$ cat src/rtl/sw_wavefront_ctrl.sv
// sw_wavefront_ctrl: sequencing controller for a Smith-Waterman linear PE array.
// Walks a REF_LEN x QUERY_LEN score matrix in strips of NUM_PE query rows.
// For each strip it first loads NUM_PE query symbols into the PE chain.
// It then streams the reference through the chain in anti-diagonal order,
// one wave step per cycle.
//
// Ports:
//   clk, reset (async, active-high)
//   start            begin an alignment (sampled only in IDLE)
//   stall            freeze sequencing; strobes forced low this cycle
//   busy, done       run in progress / one-cycle completion pulse
//   strip            current strip index
//   q_load, q_addr   query symbol load into the PE chain
//   ref_valid, ref_addr        reference symbol entering PE0
//   pe_active        per-PE valid-cell enable
//   bnd_wr, bnd_wr_addr        last-PE result to boundary buffer
//   bnd_rd, bnd_rd_addr        boundary row read for PE0
//   perf_cycles      busy-cycle counter (only with SW_CTRL_PERF_EN defined)
//
// Optional feature macro: SW_CTRL_PERF_EN adds the perf_cycles output.
module sw_wavefront_ctrl #(
   parameter int unsigned REF_LEN   = 64,
   parameter int unsigned QUERY_LEN = 48,
   parameter int unsigned NUM_PE    = 16,
   localparam int unsigned STRIPS   = QUERY_LEN / NUM_PE,
   localparam int unsigned SW       = (STRIPS > 1) ? $clog2(STRIPS) : 1,
   localparam int unsigned QW       = (QUERY_LEN > 1) ? $clog2(QUERY_LEN) : 1,
   localparam int unsigned RW       = (REF_LEN > 1) ? $clog2(REF_LEN) : 1
) (
   input  logic              clk,
   input  logic              reset,
   input  logic              start,
   input  logic              stall,
   output logic              busy,
   output logic              done,
   output logic [SW-1:0]     strip,
   output logic              q_load,
   output logic [QW-1:0]     q_addr,
   output logic              ref_valid,
   output logic [RW-1:0]     ref_addr,
   output logic [NUM_PE-1:0] pe_active,
   output logic              bnd_wr,
   output logic [RW-1:0]     bnd_wr_addr,
   output logic              bnd_rd,
   output logic [RW-1:0]     bnd_rd_addr
`ifdef SW_CTRL_PERF_EN
   ,
   output logic [15:0]       perf_cycles
`endif
);

   localparam int unsigned LW     = (NUM_PE > 1) ? $clog2(NUM_PE) : 1;
   localparam int unsigned T_LAST = REF_LEN + NUM_PE - 2;
   localparam int unsigned TW     = (T_LAST > 0) ? $clog2(T_LAST + 1) : 1;

   typedef enum logic [1:0] {S_IDLE, S_LOAD, S_WAVE, S_DONE} state_e;

   state_e          state_q, state_d;
   logic [SW-1:0]   strip_q, strip_d;
   logic [LW-1:0]   lc_q, lc_d;
   logic [TW-1:0]   t_q, t_d;
   logic [NUM_PE-1:0] pe_raw;
   logic            ref_in;
   logic            last_strip;

   // State and counter registers
   always_ff @(posedge clk or posedge reset) begin
      if (reset) begin
         state_q <= S_IDLE;
         strip_q <= '0;
         lc_q    <= '0;
         t_q     <= '0;
      end else begin
         state_q <= state_d;
         strip_q <= strip_d;
         lc_q    <= lc_d;
         t_q     <= t_d;
      end
   end

   assign last_strip = (strip_q == SW'(STRIPS - 1));

   // Next-state and counter sequencing; stall freezes everything except IDLE/DONE
   always_comb begin
      state_d = state_q;
      strip_d = strip_q;
      lc_d    = lc_q;
      t_d     = t_q;
      case (state_q)
         S_IDLE: begin
            if (start) begin
               state_d = S_LOAD;
               strip_d = '0;
               lc_d    = '0;
            end
         end
         S_LOAD: begin
            if (!stall) begin
               if (32'(lc_q) == NUM_PE - 1) begin
                  state_d = S_WAVE;
                  t_d     = '0;
               end else begin
                  lc_d = lc_q + LW'(1);
               end
            end
         end
         S_WAVE: begin
            if (!stall) begin
               if (32'(t_q) == T_LAST) begin
                  if (last_strip) begin
                     state_d = S_DONE;
                  end else begin
                     state_d = S_LOAD;
                     strip_d = strip_q + SW'(1);
                     lc_d    = '0;
                  end
               end else begin
                  t_d = t_q + TW'(1);
               end
            end
         end
         S_DONE:  state_d = S_IDLE;
         default: state_d = S_IDLE;
      endcase
   end

   // PE k holds a valid cell when reference symbol t-k is inside the matrix
   for (genvar k = 0; k < int'(NUM_PE); k++) begin : g_pe
      assign pe_raw[k] = (32'(t_q) >= 32'(k)) && ((32'(t_q) - 32'(k)) < REF_LEN);
   end

   assign ref_in = (32'(t_q) < REF_LEN);

   // Output decode of registered state; strobes gated by stall, addresses not
   always_comb begin
      busy        = 1'b0;
      done        = 1'b0;
      strip       = strip_q;
      q_load      = 1'b0;
      q_addr      = '0;
      ref_valid   = 1'b0;
      ref_addr    = '0;
      pe_active   = '0;
      bnd_wr      = 1'b0;
      bnd_wr_addr = '0;
      bnd_rd      = 1'b0;
      bnd_rd_addr = '0;
      case (state_q)
         S_LOAD: begin
            busy   = 1'b1;
            q_load = !stall;
            q_addr = QW'(32'(strip_q) * NUM_PE + 32'(lc_q));
         end
         S_WAVE: begin
            busy      = 1'b1;
            ref_valid = ref_in && !stall;
            ref_addr  = ref_in ? RW'(t_q) : '0;
            pe_active = stall ? '0 : pe_raw;
            if ((32'(t_q) >= NUM_PE - 1) && !last_strip) begin
               bnd_wr      = !stall;
               bnd_wr_addr = RW'(32'(t_q) - (NUM_PE - 1));
            end
            if (ref_in && (strip_q != '0)) begin
               bnd_rd      = !stall;
               bnd_rd_addr = RW'(t_q);
            end
         end
         S_DONE:  done = 1'b1;
         default: ;
      endcase
   end

`ifdef SW_CTRL_PERF_EN
   logic [15:0] perf_q, perf_d;

   // Busy-cycle counter: cleared on accepted start, saturating, holds after done
   always_comb begin
      perf_d = perf_q;
      if ((state_q == S_IDLE) && start) begin
         perf_d = '0;
      end else if (busy && (perf_q != 16'hFFFF)) begin
         perf_d = perf_q + 16'd1;
      end
   end

   always_ff @(posedge clk or posedge reset) begin
      if (reset) perf_q <= '0;
      else       perf_q <= perf_d;
   end

   assign perf_cycles = perf_q;
`endif

endmodule

$ cat config.mk
export PLATFORM = sky130hd
export DESIGN_NAME = sw_wavefront_ctrl
export DESIGN_NICKNAME = d
export VERILOG_FILES = /design/src/rtl/sw_wavefront_ctrl.sv
export SDC_FILE = /design/constraint.sdc
export NUM_CORES = 1
export LEC_CHECK = 0
export CAP_MARGIN = 5
export CELL_PAD_IN_SITES_DETAIL_PLACEMENT = 0
export CELL_PAD_IN_SITES_GLOBAL_PLACEMENT = 1
export CORE_AREA = 2 2 83 85
export DETAILED_ROUTE_END_ITERATION = 8
export DIE_AREA = 0 0 85 87
export GPL_TIMING_DRIVEN = 0
export PLACE_DENSITY = 0.7
export SYNTH_ARGS = -nofsm -noshare
export SYNTH_HDL_FRONTEND = slang
export SYNTH_SLANG_ARGS = --single-unit
export TNS_END_PERCENT = 5
$ cat constraint.sdc
create_clock -name clk -period 5.1 [get_ports clk]
set_input_delay 1.275 -clock clk [delete_from_list [all_inputs] [get_ports clk]]
set_output_delay 1.275 -clock clk [all_outputs]
set_load 0.1 [all_outputs]
==> run_results.csv <==
group,metric,value,unit
worst_hold_path,worstHoldPathType,"flip-flop to flip-flop",
placement,hpwl,3750,µm
sta,drv_slew,0,
synthesis,async_flop_share,100,%
detailed_routing,wire_per_inst,13.7,µm
clocking,htreeDepth,1,
floorplan,die_area,7400,µm²
sta,finClkSkew,2.90,ps
power_and_ir_drop,pwr_density_cell,394,nW/µm²
global_routing,grtUsageTotal,13.4,%
critical_path,timing.critical_path.buf_inv,4,
sta,max_freq,0.210,GHz
floorplan,initial_core_util,24.3,%
clocking,cts_max_path_buffers,2,
critical_path,crit_top_cell,"inv_1",
clocking,clock_sinks,15,
synthesis,synthTopCellsByArea,"dfrtp_1 23%, ha_1 9.4%, nor2_1 6.6%",
synthesis,synth.top_cell.area_share,23.5,%
synthesis,synth_nets,235,
detailed_routing,drc_errors,0,
global_routing,overflow,0,
detailed_routing,met3_length,185,µm
floorplan,io_pins,52,
power_and_ir_drop,power,0.887,mW
status,status,"finished, final reports clean",
final_layout,postLayoutCoreUtil,34.3,%
synthesis,synth.distinct_cells,45,
synthesis,postSynthAreaPerCell,7.30,µm²
detailed_routing,ant_nets,0,
floorplan,dieHeight,87,µm
synthesis,synth_top_cell_by_area,"dfrtp_1",
critical_path,cp_cell_sequence,"inv_1, ha_1, clkbuf_1, inv_1, a211o_1, nor3_1, clkdlybuf4s50_1",
sta,period_minus_slack,4750,ps
sta,worst_pin_slew,985,ps
clocking,cts_buffers,3,
global_routing,antenna_found_initial,0,
final_layout,n_antenna_cell,0,
synthesis,synthCells,219,
synthesis,synth.top_cells.by_count,"28 x nor2_1, 18 x o21ai_0, 15 x dfrtp_1, 15 x nand2_1, 12 x ha_1",
clocking,cts_resized,0,
sta,setup_viol,0,
clocking,insertion_delay,250,ps
synthesis,ys_ff_latch,15,
detailed_routing,wl,4850,µm
detailed_routing,wl_met2,2320,µm
detailed_routing,highest_layer,"met4",
placement,port_buffers,50,
final_layout,nets,290,
sta,holdWs,581,ps
final_layout,drive_above_1_share,5.49,%
flow_run,max_cap_violations,0,
detailed_routing,drt_iter0_drc,59,
power_and_ir_drop,vdd_drop_max,419,µV
clocking,cts_root_buf,"clkbuf_8",
synthesis,yosysWarnings,0,
critical_path,cp_max_fo,10,
critical_path,critical_path_class,"flip-flop to primary output",
detailed_routing,wl_met1,2300,µm
floorplan,coreArea,6570,µm²
detailed_routing,drt-pass1-iter-count,4,
sta,fin_crit_sh,93.2,%
critical_path,end_kind,"primary output",
synthesis,seq_area_frac_synth,23.5,%
global_routing,grt_pass1_wl,8310,µm
critical_path,crit_family,"buffers and inverters",
floorplan,rows,30,
final_layout,area_growth,40.8,%
synthesis,ys.flop_type,"dfrtp_1",
detailed_routing,vias,1695,
clocking,post-cts-setup-buffer-count,0,
critical_path,critPathMaxStageDelay,1150,ps
critical_path,cp.required,3830,ps
clocking,cts_hold_buffers,0,
sta,hold_viol,0,
global_routing,grt_max_degree,16,
sta,rsz0062_at_grt,"no",
synthesis,syn_area,1600,µm²
sta,max-slew-margin-rel,34.1,%
detailed_routing,viasPerCell,4.80,
clocking,cts_tree,"built",
synthesis,synth.most_common_cell,"nor2_1",
power_and_ir_drop,p_leak,0.878,nW
critical_path,cp_slowest_cell,"clkdlybuf4s50_1",
placement,gp_congestion,0.851,
critical_path,start_kind,"flip-flop",
synthesis,synth_edf_count,0,
clocking,clk_pin_slew,70,ps
floorplan,die_w,85,µm
final_layout,fill_cells,703,
critical_path,cp.arrival,3480,ps
global_routing,grt_pass1_vias,1736,
==> cells in the final DEF, fill, tap and decap left out, drive strengths merged, types with 3 or more instances in the layout <==
master          n
clkdlybuf4s50  50
nor2           28
o21ai          18
clkbuf         16
nand2          15
dfrtp          15
and2           13
ha             12
inv            11
a21oi          11
nor3            9
buf             7
nand3           6
xnor2           6
nand2b          5
a221oi          5
nand4           4
nor2b           4
a211oi          4
xor2            4
a21o            3
or3             3
a22o            3
==> area by class of cell <==
cell class	count	area (µm²)	area share [%]
plain buffers	19	87.6	3.89
clock buffers	4	45.0	2.00
inverters	11	41.3	1.83
multi-input cells	174	1100	48.9
flip-flops and latches	15	375	16.7
well taps	80	100	4.45
repair buffers	50	500	22.2
==> stage by stage <==
step | instance area [µm²] | TNS [ps] | instances | setup WS (ps)
finish | 2250 | 0 | 353 | 346
CTS | 2250 | 0 | 353 | 323
global placement | 2210 | 0 | 349 | 312
floorplan | 1610 | -955 | 219 | -290
global route | 2250 | 0 | 353 | 156
detailed placement | 2210 | 0 | 349 | 323
==> kinds of logic (layout without fill, tap and decap cells) <==
family / count (synthesis) / count (layout) / share of synthesized area, %
xor+xnor: 10 / 10 / 5.48
compound gates: 57 / 57 / 23.4
simple gates: 93 / 93 / 29.0
fa+ha+maj: 12 / 12 / 9.39
flops: 15 / 15 / 23.5
buf+inv: 30 / 84 / 8.06
mux: 2 / 2 / 1.25
==> worst reg2reg max path, delay by kind of cell, from the launching register on <==
family                   cells  cell delay, ps
multiplexers                 1             270
AND/OR/NAND/NOR              1             200
flip-flops                   1             420
adder cells (fa/ha/maj)      1             180
AO/OA/AOI/OAI                2             670
buffers and inverters        1             200
==> where the power goes <==
part	total [mW]	switching (mW)	internal, mW
registers	0.173	0.0292	0.144
clock network	0.102	0.0463	0.0553
logic	0.612	0.443	0.169
total	0.887	0.519	0.368
==> per-layer routing <==
metal / track usage [%] / up-vias
met4: 2.74 / 0
met1: 17.9 / 786
met2: 23.4 / 39
li1: - / 866
met3: 1.52 / 4
met5: 0 / -
==> worst paths after layout <==
kind                            start        endpoint  slack, ps  depth (start not counted)
hold reg to reg               lc_q[2]         lc_q[2]        580                          1
max in group asynchronous       reset        strip[0]       3260                          2
min in group asynchronous       reset          t_q[5]       1410                          2
hold / removal                lc_q[2]         lc_q[2]        580                          1
setup reg to reg               t_q[0]      state_q[0]       3070                          6
setup / recovery           state_q[0]  bnd_wr_addr[4]        350                          7
==> sequential cells by signal (all words and copies together), names as in the netlist <==
signal,count
t_q,7
lc_q,4
state_q,2
strip,2
No activity file was read; power rests on OpenSTA's default activity.
